## config.mk

```make
export PLATFORM = sky130hd
export DESIGN_NAME = maxq_reward_seq
export DESIGN_NICKNAME = d
export VERILOG_FILES = /design/src/rtl/maxq_reward_seq.sv
export SDC_FILE = /design/constraint.sdc
export NUM_CORES = 1
export LEC_CHECK = 0
export ABC_AREA = 1
export BUFFER_PORTS_ARGS = -buffer_cell sky130_fd_sc_hd__buf_2
export CORE_MARGIN = 2
export CORE_UTILIZATION = 25
export CTS_CLUSTER_DIAMETER = 200
export DETAILED_ROUTE_END_ITERATION = 10
export MAX_ROUTING_LAYER = met4
export PLACE_DENSITY_LB_ADDON = 0.12
export SYNTH_ARGS = -nofsm -noshare
export SYNTH_HDL_FRONTEND = slang
export SYNTH_SLANG_ARGS = --single-unit
```

## constraint.sdc

```tcl
create_clock -name clk -period 2.7 [get_ports clk]
set_input_delay 0.27 -clock clk [delete_from_list [all_inputs] [get_ports clk]]
set_output_delay 0.27 -clock clk [all_outputs]
set_load 0.05 [all_outputs]
```

## src/rtl/maxq_reward_seq.sv

```systemverilog
// maxq_reward_seq: sequential greedy-action finder with goal reward over a 1-cycle-latency Q-table read port
module maxq_reward_seq #(
    parameter int N_STATES     = 37,
    parameter int N_ACTIONS    = 4,
    parameter int Q_W          = 32,
    parameter int Q_SIGNED     = 0,
    parameter int STATE_W      = 6,
    parameter int ACT_W        = 3,
    parameter int REWARD_W     = 4,
    parameter int GOAL_REWARD  = 10,
    parameter int GOAL_STATE_A = 35,
    parameter int GOAL_ACT_A   = 1,
    parameter int GOAL_STATE_B = 30,
    parameter int GOAL_ACT_B   = 0
) (
    input  logic                clk,
    input  logic                rst,
    input  logic                start,
    input  logic [STATE_W-1:0]  maze_state,
    output logic [STATE_W-1:0]  q_rd_state,
    output logic [ACT_W-1:0]    q_rd_action,
    input  logic [Q_W-1:0]      q_rd_data,
    output logic                busy,
    output logic                done,
    output logic [Q_W-1:0]      max_Q,
    output logic [ACT_W-1:0]    action,
    output logic [REWARD_W-1:0] reward,
    output logic                state_err,
    output logic                valid
);
    typedef enum logic {IDLE, SCAN} fsm_t;
    fsm_t fsm;
    logic [STATE_W-1:0] lat_state;
    logic [ACT_W:0] cnt;
    logic [Q_W-1:0] run_max, win_q;
    logic [ACT_W-1:0] run_act, win_act;
    logic gt, take, last, goal;
    // cnt counts SCAN edges; data for action k arrives when cnt == k+1
    always_comb begin
        gt = Q_SIGNED != 0 ? $signed(q_rd_data) > $signed(run_max) : q_rd_data > run_max;
        take = cnt == (ACT_W+1)'(1) || gt;
        win_act = take ? ACT_W'(cnt - 1'b1) : run_act;
        win_q = take ? q_rd_data : run_max;
        last = cnt == (ACT_W+1)'(N_ACTIONS);
        goal = (lat_state == STATE_W'(GOAL_STATE_A) && win_act == ACT_W'(GOAL_ACT_A)) ||
               (lat_state == STATE_W'(GOAL_STATE_B) && win_act == ACT_W'(GOAL_ACT_B));
    end
    always_ff @(posedge clk) begin
        if (rst) begin
            fsm <= IDLE;
            lat_state <= '0;
            cnt <= '0;
            run_max <= '0;
            run_act <= '0;
            q_rd_state <= '0;
            q_rd_action <= '0;
            busy <= 1'b0;
            done <= 1'b0;
            max_Q <= '0;
            action <= '0;
            reward <= '0;
            state_err <= 1'b0;
            valid <= 1'b0;
        end else begin
            done <= 1'b0;
            if (fsm == IDLE) begin
                if (start && 32'(maze_state) < N_STATES) begin
                    lat_state <= maze_state;
                    q_rd_state <= maze_state;
                    q_rd_action <= '0;
                    cnt <= '0;
                    busy <= 1'b1;
                    fsm <= SCAN;
                end else if (start) begin
                    done <= 1'b1;
                    state_err <= 1'b1;
                    max_Q <= '0;
                    action <= '0;
                    reward <= '0;
                    valid <= 1'b1;
                end
            end else begin
                cnt <= cnt + 1'b1;
                if (q_rd_action != ACT_W'(N_ACTIONS-1))
                    q_rd_action <= q_rd_action + 1'b1;
                if (cnt != '0) begin
                    run_max <= win_q;
                    run_act <= win_act;
                end
                if (last) begin
                    max_Q <= win_q;
                    action <= win_act;
                    reward <= goal ? REWARD_W'(GOAL_REWARD) : '0;
                    done <= 1'b1;
                    valid <= 1'b1;
                    state_err <= 1'b0;
                    busy <= 1'b0;
                    q_rd_state <= '0;
                    q_rd_action <= '0;
                    fsm <= IDLE;
                end
            end
        end
    end
endmodule

```

==> metrics, run 1 <==
setup slack after layout 386 ps; post-synth cell types 31; Routed Wire Length 12.7 mm; Pins Over Slew Limit 0; Synth Area in Simple Gates between 20% and 30%; Post-synth EDFFs 0; syn avg cell area between 7 and 8 sq um; Total Routing Usage GR 12.7%; vias in the first global route 4,224; Int Pwr 2.40 mW; skew final 11.3 ps; Post-Synth XOR/XNOR Area 0.174%; Slew @ Worst Pin about 750 ps; post-synthesis mux area share 0%; Main synth FF type dfxtp_1; complex-gate fraction of the synthesized area 21.0%; CTS Root Cell clkbuf_16; Post-Synth Adder-Cell Area 9.22%; Hold Path Class in2reg; num ports 93; largest family of logic cells by synthesized area compound AO/OA/AOI/OAI gates; CP max FO 44; fraction of layout cells with a size suffix above 1 23.9%; Max-slew headroom 50.2%; largest net degree at the start of global routing between 70 and 80; Post-synth ARST share 0%; antenna fix cells 0; crit path capture type flip-flop; Initial Util 25.6%; Seq. cell area 0.00190 sq mm; Gates resized, CTS repair 0; TNS Setup 0 ps; Leak 2.81 nW; sequential fraction of the synthesis area 37.9%; DR vias 4,434; GPL Wtd Cong 0.747; TritonCTS clock tree done; worst slack, placed 135 ps; CTS buffer count 9; most common cell after layout, fill and taps aside nand2_1; Final Hold Viols 0; global-route wire length before repair 21.1 mm; WP data required 2990 ps; Final setup viols 0; Pwr Total 3.42 mW; area grow syn2layout 20.0%; P per Cell Area 567 mW/mm^2; multi-input combinational cell area 0.00256 sq mm; setup repair bufs after CTS 0; sw frac 29.8%; initial detailed-routing violation count 226; Routed WL per cell 12.4 microns; total clock sinks 95; Final min period 2310 ps; Critical Path AT 2600 ps; Psw 1.02 mW; die height 146 microns; crit share post-route 85.7%; Post-DRT Antenna Nets 0; Post-CTS Hold Buffers 0; Max Cap Viol 0; Cell Area, Synth 0.00502 sq mm; Synth Instances 677; initial antenna violation count 0; Yosys reg bits 95; Port Buffers 90; clock buffer depth 2; vias per inst roughly 4.3; RSZ-0062 raised after global routing no; FP Rows 51; DP HPWL 8.97 mm; status complete, no violations; Worst Setup Path Type reg2reg; core area 0.0196 sq mm; final net count between 800 and 900; clock slew at reported path FFs 70 ps; clock share of power 39.4%; grt ovf 0; Die Wd about 150 microns; Clock Latency Late Sink 360 ps; Worst setup SP type flip-flop; # H-tree levels 3; DRC violations left 0; Peak VDD IR 0.000314 V; first-pass iteration count of the detailed router 5; fillers 2,164; Sequential Power Share 43.0%; Max Freq 432 MHz; Die Area between 0.02 and 0.025 sq mm; most frequent cells in the layout nand2_1, inv_1, dfxtp_1; Gate power share 17.6%; yosys warns 0
==> final timing paths <==
check / slack, ps / depth (start not counted) / startpoint / end
max reg2reg: 390 / 15 / run_max[23]$_SDFFE_PP0P_ / max_Q[15]$_SDFFE_PP0P_
max: 390 / 15 / run_max[23]$_SDFFE_PP0P_ / max_Q[15]$_SDFFE_PP0P_
min reg2reg: 460 / 2 / q_rd_state[2]$_SDFFE_PP0P_ / q_rd_state[2]$_SDFFE_PP0P_
min: 230 / 3 / maze_state[2] / lat_state[2]$_SDFFE_PP0P_
==> registers in the layout, indices dropped and copies added, names as in the netlist <==
signal       flops
action           3
busy             1
cnt              4
done             1
fsm              1
lat_state        6
max_Q           32
q_rd_action      3
q_rd_state       6
reward           1
run_act          3
run_max         32
state_err        1
valid            1
==> power by group through the flow <==
stage                     logic (mW)  clock network, mW  registers [mW]
final                          0.601               1.34            1.47
after global routing           0.688               1.46            1.47
after CTS                      0.610               1.42            1.47
after detailed placement       0.608                  0            1.50
after global placement         0.602                  0            1.50
after floorplan                0.423                  0            1.54
==> critical path: stages (launching register included) <==
cell	delay [ps]
dfxtp_1	320
inv_1	70
ha_1	320
nand2_1	70
nor2_2	150
nand4_1	120
nor2_2	140
nand2_1	80
nand2_2	70
nand2_4	70
nand2_4	80
buf_8	330
nand2_1	100
o21ai_1	120
nand2_1	70
a21oi_1	120
==> cell type report <==
cell class | count | share of cell area (%)
Clock buffer | 11 | 4.03
Clock inverter | 5 | 1.06
Inverter | 100 | 6.23
Multi-Input combinational cell | 449 | 42.5
Sequential cell | 95 | 31.6
Tap cell | 265 | 5.51
Timing Repair Buffer | 98 | 9.06
==> metal layers <==
layer | global-route usage [%] | wire length [microns]
met1 | 16.2 | 6140
met2 | 19.4 | 5620
met3 | 3.35 | 693
met4 | 4.56 | 221
met5 | - | 0
==> logic make-up (layout without fill, tap and decap cells) <==
| kind of cell | count (synthesis) | after routing |
|---|---|---|
| AND/OR/NAND/NOR | 225 | 225 |
| AO/OA/AOI/OAI | 184 | 184 |
| buffers and inverters | 134 | 214 |
| flip-flops | 95 | 95 |
| adder cells (fa/ha/maj) | 37 | 37 |
| other | 1 | 2 |
| XOR/XNOR | 1 | 1 |
==> cell usage after synthesis, drive strengths merged, types with 2 or more instances <==
cell type / number / area (sq um)
o21ai: 73 / 440
a211oi: 2 / 15.0
dfxtp: 95 / 1900
nand2: 181 / 802
inv: 100 / 375
nand3: 13 / 65.1
o2111ai: 2 / 17.5
a21oi: 103 / 553
buf: 12 / 113
clkbuf: 22 / 86.3
a21o: 2 / 15.0
nand4: 4 / 25.0
nor2: 20 / 82.6
ha: 37 / 463
nor3: 5 / 25.0
==> per-stage QoR <==
step / cells / utilization [%] / hold slack [ps] / area, sq um
2_1_floorplan: 678 / - / 439 / 5020
3_3_place_gp: 1007 / 29.1 / 450 / 5710
3_5_place_dp: 1007 / 29.1 / 455 / 5710
4_1_cts: 1023 / 30.7 / 208 / 6010
5_1_grt: 1023 / 30.7 / 225 / 6020
6_report: 1023 / 30.7 / 226 / 6020
Power figures use the tool's default switching activity.
==> run 2: changes to the inputs <==
--- a/config.mk
+++ b/config.mk
@@ -6,11 +6,12 @@
 export NUM_CORES = 1
 export LEC_CHECK = 0
 export ABC_AREA = 1
-export BUFFER_PORTS_ARGS = -buffer_cell sky130_fd_sc_hd__buf_2
+export CORE_ASPECT_RATIO = 2
 export CORE_MARGIN = 2
 export CORE_UTILIZATION = 25
 export CTS_CLUSTER_DIAMETER = 200
 export DETAILED_ROUTE_END_ITERATION = 10
+export DONT_BUFFER_PORTS = 1
 export MAX_ROUTING_LAYER = met4
 export PLACE_DENSITY_LB_ADDON = 0.12
 export SYNTH_ARGS = -nofsm -noshare
==> metrics, run 2 (synthesis gave the netlist of run 1 again) <==
# H-tree levels 3; area grow syn2layout 11.1%; post-route cell area around 0.0056 sq mm; Critical Path AT approximately 2700 ps; TNS Setup 0 ps; DRC violations left 0; Max Cap Viol 0; Leak 2.37 nW; placed cells 912; P per Cell Area 602 mW/mm^2; DP HPWL approximately 9.4 mm; vias per inst between 4 and 5; DR vias roughly 4,100; Clock Latency Late Sink approximately 350 ps; num ports 93; vias in the first global route 4,110; Largest regs max_Q (32), run_max (32); worst slack, placed 156 ps; core area 0.0198 sq mm; total clock sinks 95; crit path capture type flip-flop; fin cells between 900 and 1,000; Layout Utilization 28.1%; HP Start rst; setup repair bufs after CTS 0; CTS Root Cell clkbuf_16; initial antenna violation count 0; Max-slew headroom 34.0%; status complete, no violations; die height 204 microns; first-pass iteration count of the detailed router 4; most common cell after layout, fill and taps aside nand2_1; WP data required 2990 ps; largest net degree at the start of global routing 71; Peak VDD IR 0.000279 V; grt ovf 0; initial detailed-routing violation count 116; setup slack after layout about 280 ps; launching point of the worst reg2reg path run_max[19]$_SDFFE_PP0P_; Die Area 0.0213 sq mm; Worst R2R Setup Slack between 200 and 300 ps; Routed WL per cell 14.3 microns; Initial Util 25.3%; most frequent cells in the layout nand2_1, inv_1, dfxtp_1; DP Area 0.00524 sq mm; Routed Wire Length 13.3 mm; hold-critical path endpoint run_act[2]$_SDFFE_PP0P_; Die Wd 104 microns; Slew @ Worst Pin between 900 and 1000 ps; Port Buffers 0; Post-DRT Antenna Nets 0; R2R depth 16; crit share post-route 89.5%; Hold Path Class in2reg; fraction of layout cells with a size suffix above 1 13.6%; clock slew at reported path FFs roughly 70 ps; global-route wire length before repair 21.7 mm; Worst Setup Path Type reg2reg; CP max FO 33; Final min period between 2000 and 2500 ps; final net count 740; Max Freq 414 MHz; RSZ-0062 raised after global routing no; hold path cells 3; skew final 8.68 ps; Total Routing Usage GR a little over an eighth; TritonCTS clock tree done; reg2reg end max_Q[7]$_SDFFE_PP0P_; Final setup viols 0; Worst setup SP type flip-flop; antenna fix cells 0; Final Hold Viols 0; CTS buffer count 9; fillers 2,215; Pins Over Slew Limit 0; FP Rows 73; GPL Wtd Cong 0.756; clock buffer depth 2
-- run 2: per-layer routing --
metal / vias up / global-route usage, % / wire length [microns] / share of wire (%)
met5: - / - / 0 / 0
li1: 2139 / - / - / -
met2: 67 / 24.8 / 7240 / 54
met1: 1866 / 13.5 / 5160 / 39
met3: 14 / 3.44 / 656 / 4.9
met4: 0 / 5.26 / 253 / 1.9
-- run 2: how the worst max path moves through the flow --
stage,end,start,slack (ps),cells after the start
floorplan,run_max[27]$_SDFFE_PP0P_,run_max[21]$_SDFFE_PP0P_,750,15
detailed placement,max_Q[7]$_SDFFE_PP0P_,run_max[17]$_SDFFE_PP0P_,160,16
global route,max_Q[28]$_SDFFE_PP0P_,run_max[19]$_SDFFE_PP0P_,5,16
global placement,max_Q[7]$_SDFFE_PP0P_,run_max[17]$_SDFFE_PP0P_,170,16
CTS,max_Q[7]$_SDFFE_PP0P_,run_max[19]$_SDFFE_PP0P_,130,16
finish,max_Q[7]$_SDFFE_PP0P_,run_max[19]$_SDFFE_PP0P_,280,16
-- run 2: layout make-up --
cell class              instances  area (sq um)  area share, %
clock buffers                  10           239           4.29
clock inverters                 6          68.8           1.23
inverters                     100           375           6.73
multi-input cells             449          2560           45.9
flip-flops and latches         95          1900           34.1
well taps                     262           328           5.88
repair buffers                  7           101           1.82
-- run 2: worst max-delay path, stage by stage, from the launching register on --
cell     delay, ps
dfxtp_1        310
inv_1           70
ha_1           290
nand2_1         60
inv_1           50
nand2_1         60
nand2_1         50
nand2_1         60
nand3_1         80
a21oi_1        230
nand2_2        100
nand2_4         90
nand2_4        220
buf_6          290
o21ai_2        150
nand2_1        100
a21oi_2        120
-- run 2: repair_timing --
item | in CTS | in global routing
endpoints found under the setup margin | 0 | 11
gates resized for setup | 0 | 1
hold buffers | 1 | 0
endpoints found under the hold margin | 56 | 0
-- run 2: power breakdown --
part	total, mW	internal (mW)	switching [mW]
combinational	0.488	0.170	0.319
clock	1.35	0.747	0.598
sequential	1.52	1.45	0.0722
total	3.35	2.36	0.989
-- run 2: through the flow --
| stage | hold WS (ps) | total power [mW] |
|---|---|---|
| after floorplan | 439 | 1.97 |
| after global placement | 346 | 2.02 |
| after detailed placement | 347 | 2.03 |
| after CTS | 60.7 | 3.43 |
| after global routing | 67.4 | 3.54 |
| final | 78.6 | 3.35 |
